File: src/rtl/ext_pipe.sv
// ext_pipe: pipelined IN_W->OUT_W extender (zero / sign / upper / replicate)
// behind a registered valid/ready stage with a one-entry skid buffer.
// Build option: define EXT_PIPE_CNT_EN to add the saturating xfer_cnt
// output that counts accepted results.
module ext_pipe #(
  parameter int IN_W  = 16,
  parameter int OUT_W = 32
) (
  input  logic             clk,
  input  logic             rst_n,
  input  logic             flush,
  input  logic             in_valid,
  output logic             in_ready,
  input  logic [IN_W-1:0]  in_data,
  input  logic [1:0]       in_mode,
  output logic             out_valid,
  input  logic             out_ready,
  output logic [OUT_W-1:0] out_data
`ifdef EXT_PIPE_CNT_EN
  ,
  output logic [15:0]      xfer_cnt
`endif
);

  localparam logic [1:0] ST_EMPTY = 2'd0;
  localparam logic [1:0] ST_BUSY  = 2'd1;
  localparam logic [1:0] ST_FULL  = 2'd2;

  logic [1:0]       state;
  logic [1:0]       state_nxt;
  logic [OUT_W-1:0] ext_data;
  logic [OUT_W-1:0] main_q;
  logic [OUT_W-1:0] skid_q;
  logic             in_xfer;
  logic             out_xfer;
  logic             load_main_ext;
  logic             load_main_skid;
  logic             load_skid;

  // Handshake flags come straight from the state register, so out_ready
  // never reaches in_ready combinationally.
  assign in_ready  = (state != ST_FULL);
  assign out_valid = (state != ST_EMPTY);
  assign out_data  = main_q;
  assign in_xfer   = in_valid & in_ready;
  assign out_xfer  = out_valid & out_ready;

  // Extension function applied to the operand being offered.
  always_comb begin
    ext_data = '0;
    case (in_mode)
      2'b00:   ext_data = {{(OUT_W-IN_W){1'b0}}, in_data};
      2'b01:   ext_data = {{(OUT_W-IN_W){in_data[IN_W-1]}}, in_data};
      2'b10:   ext_data = {in_data, {(OUT_W-IN_W){1'b0}}};
      default: ext_data = {OUT_W{in_data[0]}};
    endcase
  end

  // Next-state and data-load decode; flush wins over any input transfer.
  always_comb begin
    state_nxt      = state;
    load_main_ext  = 1'b0;
    load_main_skid = 1'b0;
    load_skid      = 1'b0;
    if (flush) begin
      state_nxt = ST_EMPTY;
    end else begin
      case (state)
        ST_EMPTY: begin
          if (in_xfer) begin
            load_main_ext = 1'b1;
            state_nxt     = ST_BUSY;
          end
        end
        ST_BUSY: begin
          if (in_xfer && out_xfer) begin
            load_main_ext = 1'b1;
          end else if (in_xfer) begin
            load_skid = 1'b1;
            state_nxt = ST_FULL;
          end else if (out_xfer) begin
            state_nxt = ST_EMPTY;
          end
        end
        ST_FULL: begin
          if (out_xfer) begin
            load_main_skid = 1'b1;
            state_nxt      = ST_BUSY;
          end
        end
        default: state_nxt = ST_EMPTY;
      endcase
    end
  end

  // State register with asynchronous active-low reset.
  always_ff @(posedge clk or negedge rst_n) begin
    if (!rst_n) begin
      state <= ST_EMPTY;
    end else begin
      state <= state_nxt;
    end
  end

  // Data registers are never cleared; out_valid qualifies their contents.
  always_ff @(posedge clk) begin
    if (load_main_ext) begin
      main_q <= ext_data;
    end else if (load_main_skid) begin
      main_q <= skid_q;
    end
    if (load_skid) begin
      skid_q <= ext_data;
    end
  end

`ifdef EXT_PIPE_CNT_EN
  // Saturating count of delivered results; flush-cycle deliveries still count.
  always_ff @(posedge clk or negedge rst_n) begin
    if (!rst_n) begin
      xfer_cnt <= 16'd0;
    end else if (out_xfer && (xfer_cnt != 16'hFFFF)) begin
      xfer_cnt <= xfer_cnt + 16'd1;
    end
  end
`endif

endmodule

File: config.mk
export PLATFORM = sky130hd
export DESIGN_NAME = ext_pipe
export DESIGN_NICKNAME = d
export VERILOG_FILES = /design/src/rtl/ext_pipe.sv
export SDC_FILE = /design/constraint.sdc
export NUM_CORES = 1
export LEC_CHECK = 0
export ABC_AREA = 1
export CAP_MARGIN = 20
export CORE_UTILIZATION = 30
export CTS_CLUSTER_SIZE = 14
export DETAILED_ROUTE_END_ITERATION = 8
export GPL_ROUTABILITY_DRIVEN = 0
export HOLD_SLACK_MARGIN = 0.02
export PLACE_DENSITY = 0.61
export REMOVE_ABC_BUFFERS = 1
export SKIP_LAST_GASP = 1
export SLEW_MARGIN = 40
export SYNTH_ARGS = -nofsm -noshare
export SYNTH_HDL_FRONTEND = slang
export SYNTH_SLANG_ARGS = --single-unit
File: constraint.sdc
create_clock -name clk -period 3.4 [get_ports clk]
set_clock_uncertainty 0.2 [all_clocks]
set_input_delay 0.68 -clock clk [delete_from_list [all_inputs] [get_ports clk]]
set_output_delay 0.68 -clock clk [all_outputs]
set_load 0.005 [all_outputs]
## After elaboration in Yosys (flattened, before gate mapping)

Index checks and enable logic that the tools add are counted.

| storage, ports and cells | value |
|---|---|
| output and inout bits | 34 |
| word-level logic and storage cells | 40 |
| input bits | 23 |
| register bits after elaboration | 66 |

| cells by class | value |
|---|---|
| reduce and logical (&&, ||, !) cells | 6 |
| bitwise logic cells | 2 |
| equality and inequality tests | 9 |
| multiplexer cells | 20 |

Operator list:

| cell | number |
|---|---|
| one-hot mux 32 bit (3 select lines) | 1 |
| 2-to-1 mux 32 bit | 2 |
| 2-to-1 mux 2 bit | 6 |
| 2-to-1 mux 1 bit | 9 |
| != test 3 bit, second input constant | 3 |
| one-hot mux 2 bit (3 select lines) | 1 |
| equality test 2 x 1 -> 1 bit, second input constant | 2 |
| equality test 2 bit, second input constant | 2 |
| logical NOT 2 bit | 2 |
| != test 4 bit, second input constant | 1 |
| AND reduction 4 bit | 1 |
| nonzero test 2 bit | 2 |
| AND 1 bit | 2 |
| != test 2 bit, second input constant | 1 |
| one-hot mux 1 bit (2 select lines) | 1 |
| logical AND 1 bit | 1 |

## Longest topological paths before layout

Gate-level depths: netlist of the first run.

| logic depth | value |
|---|---|
| depth after elaboration | 7 |
| gate-level depth with buffers | 8 |
| mapped depth without buffers | 7 |

## Worst setup path after synthesis of the first run

Ideal clock, no wire load.

| timing | value |
|---|---|
| path type | input to register |
| from | input flush |
| to | register main_q[0], in the netlist out_data[0], enable pin |
| library setup time | 0.470 ns |
| path buffers | 0 |
| data required time | 2.730 ns |
| stages on the path | 3 |
| arrival time | 3.223 ns |
| slack | -0.493 ns |
| cells stage by stage | inv_1 > nand2_1 > o31ai_1 |

| between the ends | value |
|---|---|
| longest elaborated chain between the ends | 2 |
| elaborated cells between the ends (all ways) | 3 |
| those cells by class | mux: 2; reduce/logical: 1 |

Ends and longest elaborated chain:

| what | line | text |
|---|---|---|
| from (decl) | 11 | `input logic flush,` |
| 2-to-1 mux 1 bit | 65 | `if (flush) begin` |
| nonzero test 2 bit (no line) (*) | n/a |  |
| to (signal assigned) | 108 | `main_q <= ext_data;` |
| to (signal assigned) | 110 | `main_q <= skid_q;` |
| to (decl) | 32 | `logic [OUT_W-1:0] main_q;` |

Mark *: on every way between the ends. The rest lies on a longest branch, timed or not.
A chain may end at the register's enable or synchronous reset.

## Final worst setup path of the first run

| timing | value |
|---|---|
| from | input out_ready |
| to | register main_q[30], in the netlist out_data[30], enable pin |

| between the ends | value |
|---|---|
| longest elaborated chain between the ends | 6 |
| elaborated cells between the ends (all ways) | 9 |
| those cells by class | mux: 6; bitwise: 1; reduce/logical: 2 |

Ends and longest elaborated chain:

| what | line | text |
|---|---|---|
| from (decl) | 17 | `input logic out_ready,` |
| AND 1 bit (*) | 46 | `assign out_xfer = out_valid & out_ready;` |
| logical AND 1 bit | 76 | `if (in_xfer && out_xfer) begin` |
| 2-to-1 mux 1 bit | 76 |  |
| one-hot mux 1 bit (2 select lines) | 68 | `case (state)` |
| 2-to-1 mux 1 bit | 65 |  |
| nonzero test 2 bit (no line) (*) | n/a |  |

Marks and branches as above.

==> summary.md, run 1 <==
| Metric | Value |
|---|---|
| Setup slack after layout | 0.944 ns |
| Final Hold Viols | 0 |
| Detailed Place HPWL | 3890 µm |
| Setup crit start | out_ready |
| Proportion of layout cells with a drive suffix above 1 | 10.8% |
| Post-synthesis sequential area ratio | 68.4% |
| Worst r2r path cells | 4 |
| Synthesized area | 2880 µm² |
| Final setup vio count | 0 |
| Most common cell in the netlist | nand2_1 |
| Post-synth EDFFs | 64 |
| Max-cap violations | 0 |
| Flop2flop setup slack | 1.42 ns |
| Crit path time final | 2.46 ns |
| Die area | 10000 µm² |
| CORE AREA | 9280 µm² |
| Ys async rst share | 3.03% |
| Avg Cell Area, Syn | 11.3 µm² |
| Crit path max fanout | 32 |
| H-tree lvl count | 3 |
| Vias in the first global route | 1968 |
| Status | finished clean |
| Worst hold slack | 0.300 ns |
| Placed Area | 3620 µm² |
| Placed cells | 438 |
| Clk root buf | clkbuf_8 |
| Rel. slew slack | 63.9% |
| Worst setup EP type | flop |
| Tot GR Track Use | 12.9% |
| Yosys reg bits | 66 |
| Peak VDD IR | 182 µV |
| Avg Vias per Cell | 4.30 |
| First-pass GRT wire length | 9540 µm |
| Unrepaired setup endpoints after global routing | false |
| Worst endpoint data arrival time | 2.23 ns |
| Final Max Tran Viols | 0 |
| Antenna violations before repair | 0 |
| Remaining DRCs | 0 |
| Io pins | 57 |
| Fmax | 0.407 GHz |
| Clk Latency, worst-skew pair | 0.33 ns |
| WL/cell | 13.2 µm |
| Kind of critical path | in2reg |
| Inserted Diodes | 0 |
| Top cells by count, synth | nand2_1 (107), edfxtp_1 (64), inv_1 (24), o21ai_0 (17), o21ai_4 (9) |
| Largest net degree at the start of global routing | 33 |
| Initial Utilization | 31.0% |
| R2r startpoint | state[1] |
| Netlist cell types | 19 |
| Cell Rows | 35 |
| Top-area cell type share of the netlist area | 66.7% |
| DIE WIDTH | 100 µm |
| DR pass1 iterations | 4 |
| Period utilisation layout | 72.2% |
| Gr ovfl total | 0 |
| Final cell count without fillers | 454 |
| Pre-CTS setup slack | 0.603 ns |
| Lkg Pwr | 1.49 nW |
| Reg clk slew, reported paths | 0.07 ns |
| Setup bufs post-CTS | 0 |
| # hold bufs at CTS | 0 |
| IO Port Bufs | 56 |
| TritonCTS Buffers | 9 |
| Critical Path RT | 3.17 ns |
| Vias post-DR | 1951 |
| R2R Path End | out_data[30] |
| DR iter-0 viols | 82 |
| Syn Inst Count | 255 |
| Chip height | 100 µm |
| Antenna-violating nets left | 0 |
| Setup crit end | out_data[30] |
| Synth Warn # | 0 |
| Area leader, netlist | edfxtp_1 |
| Slew @ Worst Pin | 0.541 ns |
| Design Area, Final | 3770 µm² |
| Power Total | 1.78 mW |
| Max clock buf depth | 2 |
| Final-stage net count | 343 |
| CTS tree | yes |
| Area growth, synth to finish | 30.9% |
| Largest cells by area after synthesis | edfxtp_1 (67%), nand2_1 (14%), o21ai_4 (5.1%), inv_1 (3.1%), o21ai_0 (3.0%) |
| Startpoint Class | input port |
| Power Dens Cells | 471 nW/µm² |
| Main synth FF type | edfxtp_1 |
| Hold WC Path Type | in2async |
| Final WL | 6000 µm |
| Post-CTS sizing | 0 |
| Total clock sinks | 66 |
[final cells by class]
class	instances	area, µm²
repair buffers	65	628
flip-flops and latches	66	1970
inverters	25	93.8
clock buffers	13	139
fillers	933	5510
multi-input cells	153	761
well taps	129	161
clock inverters	3	17.5
[layer usage]
layer	track usage, %	up-vias	share of wire (%)
met4	6.58	0	1.2
met3	3.83	6	6.3
met5	0	-	0
met2	20.7	66	47
li1	-	976	-
met1	15.7	903	46
[worst min-delay path by stage]
stage,start,slack [ns],endpoint,cells after the start
global route,rst_n,0.29,state[0],1
finish,rst_n,0.30,state[1],1
floorplan,rst_n,0.18,state[0],0
CTS,rst_n,0.28,state[0],1
detailed placement,skid_q[1],0.30,out_data[1],2
global placement,skid_q[18],0.30,out_data[18],2
[layout by cell type (no fill, tap or decap)]
cell	netlist	layout
clkbuf_1	5	4
edfxtp_1	64	64
o21ai_2	1	1
clkinvlp_4	0	1
o21ai_1	5	5
nor2_1	4	3
dfrtp_1	2	2
inv_2	1	2
nand2_1	107	107
clkdlybuf4s50_1	0	56
clkinv_2	0	2
nand4_1	1	1
clkbuf_8	0	9
o21ai_0	17	17
nand3_1	6	6
inv_1	24	23
nor2_4	0	1
nand3b_1	1	1
o31ai_4	0	1
o21ai_4	9	9
buf_4	0	9
or2_1	1	1
[where the power goes]
group          total [mW]  internal, mW  leakage [nW]  switching (mW)
Clock               0.546         0.263        0.0774           0.283
Sequential          0.970         0.953         0.619          0.0174
Combinational       0.261         0.119         0.794           0.142
[sequential cells by signal (all words and copies together), names as in the netlist]
signal and count:
state 2, out_data 32, skid_q 32
[per-stage QoR]
step                      TNS (ns)  utilization [%]
after global placement           0             38.9
after floorplan             -15.78                -
after detailed placement         0             38.9
after global routing             0             40.6
final                            0             40.6
after CTS                        0             40.6
[worst max-delay path, stage by stage]
cell and delay [ns]:
clkdlybuf4s50_1 0.58, inv_1 0.13, nand2_1 0.10, nand3_1 0.20, o31ai_4 0.10, buf_4 0.42
[kinds of logic (layout without fill, tap and decap cells)]
family          count (synthesis)  count (layout)  synth area share [%]
simple gates                  120             120                  16.2
compound gates                 33              33                  9.47
buf+inv                        36             106                  5.91
flops                          66              66                  68.4
Power figures use the tool's default switching activity.
==> run 2, diff against run 1 <==
--- a/config.mk
+++ b/config.mk
@@ -12,7 +12,7 @@
 export DETAILED_ROUTE_END_ITERATION = 8
 export GPL_ROUTABILITY_DRIVEN = 0
 export HOLD_SLACK_MARGIN = 0.02
-export PLACE_DENSITY = 0.61
+export PLACE_DENSITY = 0.59
 export REMOVE_ABC_BUFFERS = 1
 export SKIP_LAST_GASP = 1
 export SLEW_MARGIN = 40
==> constraint.sdc (replaced) <==
create_clock -name clk -period 2.45 [get_ports clk]
set_clock_uncertainty 0.2 [all_clocks]
set_input_delay 0.49 -clock clk [delete_from_list [all_inputs] [get_ports clk]]
set_output_delay 0.49 -clock clk [all_outputs]
set_load 0.005 [all_outputs]
==> summary.md, run 2 (synthesized netlist as in run 1, its figures left out) <==
| Metric | Value |
|---|---|
| Status | finished clean |
| Remaining DRCs | 0 |
| Tot GR Track Use | 13.4% |
| Sw Ratio | 23.8% |
| Proportion of layout cells with a drive suffix above 1 | 11.0% |
| Die area | 10000 µm² |
| Worst endpoint data arrival time | 1.43 ns |
| Gr ovfl total | 0 |
| Fill count | 946 |
| Avg Vias per Cell | 4.29 |
| Seq pwr share | 51.9% |
| IO Port Bufs | 56 |
| CTS tree | yes |
| Final Max Tran Viols | 0 |
| Comb pwr share | 15.1% |
| Setup bufs post-CTS | 0 |
| Clk root buf | clkbuf_8 |
| Reg clk slew, reported paths | 0.07 ns |
| Chip height | 100 µm |
| Io pins | 57 |
| Worst hold slack | 0.107 ns |
| Antenna-violating nets left | 0 |
| Clk Latency, worst-skew pair | 0.33 ns |
| Final setup vio count | 0 |
| Setup slack after layout | 0.329 ns |
| Kind of critical path | reg2out |
| TritonCTS Buffers | 9 |
| Placed cells | 441 |
| Lkg Pwr | 1.54 nW |
| Slew @ Worst Pin | 0.350 ns |
| FF+latch area | 1970 µm² |
| Antenna violations before repair | 0 |
| Area taken by multi-input logic gates | 761 µm² |
| Crit path max fanout | 6 |
| Most frequent cells in the layout | nand2_1 (107), edfxtp_1 (64), clkdlybuf4s50_1 (56) |
| Commonest non-fill, non-tap cell in the layout | nand2_1 |
| CORE AREA | 9280 µm² |
| Largest net degree at the start of global routing | 34 |
| Detailed Place HPWL | 3870 µm |
| Final cell count without fillers | 457 |
| First-pass GRT wire length | 10000 µm |
| Total clock sinks | 66 |
| H-tree lvl count | 3 |
| Post-CTS sizing | 0 |
| Final-stage net count | 346 |
| Area growth, synth to finish | 34.6% |
| Final WL | 5960 µm |
| Inserted Diodes | 0 |
| Critical Path RT | 1.76 ns |
| Initial Utilization | 31.0% |
| Rel. slew slack | 76.7% |
| Period utilisation layout | 86.6% |
| Unrepaired setup endpoints after global routing | false |
| DIE WIDTH | 100 µm |
| Peak VDD IR | 279 µV |
| Pre-CTS setup slack | 0.122 ns |
| DR iter-0 viols | 78 |
| Clock power share | 32.9% |
| # hold bufs at CTS | 0 |
| Crit path time final | 2.12 ns |
| Startpoint Class | flop |
| Max clock buf depth | 2 |
| Hold WC Path Type | in2async |
| Layout Utilization | 41.8% |
| DR pass1 iterations | 4 |
| Vias post-DR | 1962 |
| Vias in the first global route | 2095 |
| WL/cell | 13.0 µm |
| Sw power | 615 µW |
| Max-cap violations | 0 |
| Cell Rows | 35 |
| Final Hold Viols | 0 |
| Fmax | 0.471 GHz |
| Worst setup EP type | output pin |
| Cell internal pwr | 1.97 mW |
| Power Dens Cells | 667 nW/µm² |
[run 2: cell count changes in the layout (fill, tap and decap cells not counted), sizes merged]
cell | previous run | this run
clkinvlp | 1 | 0
bufinv | 0 | 1
clkbuf | 13 | 12
clkinv | 2 | 3
buf | 9 | 12
[run 2: per-layer routing]
| metal | track usage [%] | wire, µm | up-vias |
|---|---|---|---|
| met5 | 0 | 0 | - |
| li1 | - | - | 981 |
| met3 | 3.41 | 330 | 7 |
| met2 | 21.9 | 2910 | 54 |
| met1 | 16.5 | 2650 | 920 |
| met4 | 7.02 | 74 | 0 |
[run 2: final timing paths]
| check | depth (start not counted) | slack, ns | to | startpoint |
|---|---|---|---|---|
| worst max-delay path | 3 | 0.33 | out_valid | state[0] |
| min in group clk | 2 | 0.31 | out_data[12] | skid_q[12] |
| worst max register to register | 5 | 0.71 | out_data[0] | state[1] |
| max in group asynchronous | 1 | 1.83 | state[1] | rst_n |
| worst min-delay path | 1 | 0.11 | state[0] | rst_n |
| worst min register to register | 2 | 0.31 | out_data[12] | skid_q[12] |
[run 2: area by class of cell]
| class | count | area share (%) |
|---|---|---|
| multi-input cells | 153 | 19.6 |
| inverters | 25 | 2.42 |
| well taps | 129 | 4.16 |
| clock buffers | 12 | 3.48 |
| repair buffers | 68 | 18.4 |
| clock inverters | 4 | 1.10 |
| flip-flops and latches | 66 | 50.8 |
[run 2: through the flow]
stage	total power, mW	instance area, µm²	setup TNS, ns
after global placement	1.75	3700	0
final	2.59	3880	0
after CTS	2.61	3880	0
after floorplan	1.54	2810	-50.98
after detailed placement	1.76	3700	0
after global routing	2.70	3880	0
[run 2: critical path: stages, from the launching register on]
cell and delay, ns:
dfrtp_1 0.43, nor2_1 0.15, inv_1 0.06, clkdlybuf4s50_1 0.45
[run 2: power groups by stage]
stage | clock network, mW | logic [mW] | registers [mW]
final | 0.851 | 0.392 | 1.34
after global routing | 0.919 | 0.431 | 1.35
after CTS | 0.873 | 0.396 | 1.34
after detailed placement | 0 | 0.395 | 1.37
after global placement | 0 | 0.384 | 1.37
after floorplan | 0 | 0.169 | 1.37
==> run 3, diff against run 2 <==
--- a/config.mk
+++ b/config.mk
@@ -15,7 +15,6 @@
 export PLACE_DENSITY = 0.59
 export REMOVE_ABC_BUFFERS = 1
 export SKIP_LAST_GASP = 1
-export SLEW_MARGIN = 40
 export SYNTH_ARGS = -nofsm -noshare
 export SYNTH_HDL_FRONTEND = slang
 export SYNTH_SLANG_ARGS = --single-unit
==> results of run 3 <==
The final DEF is identical to that of run 2; final timing and power are the same.
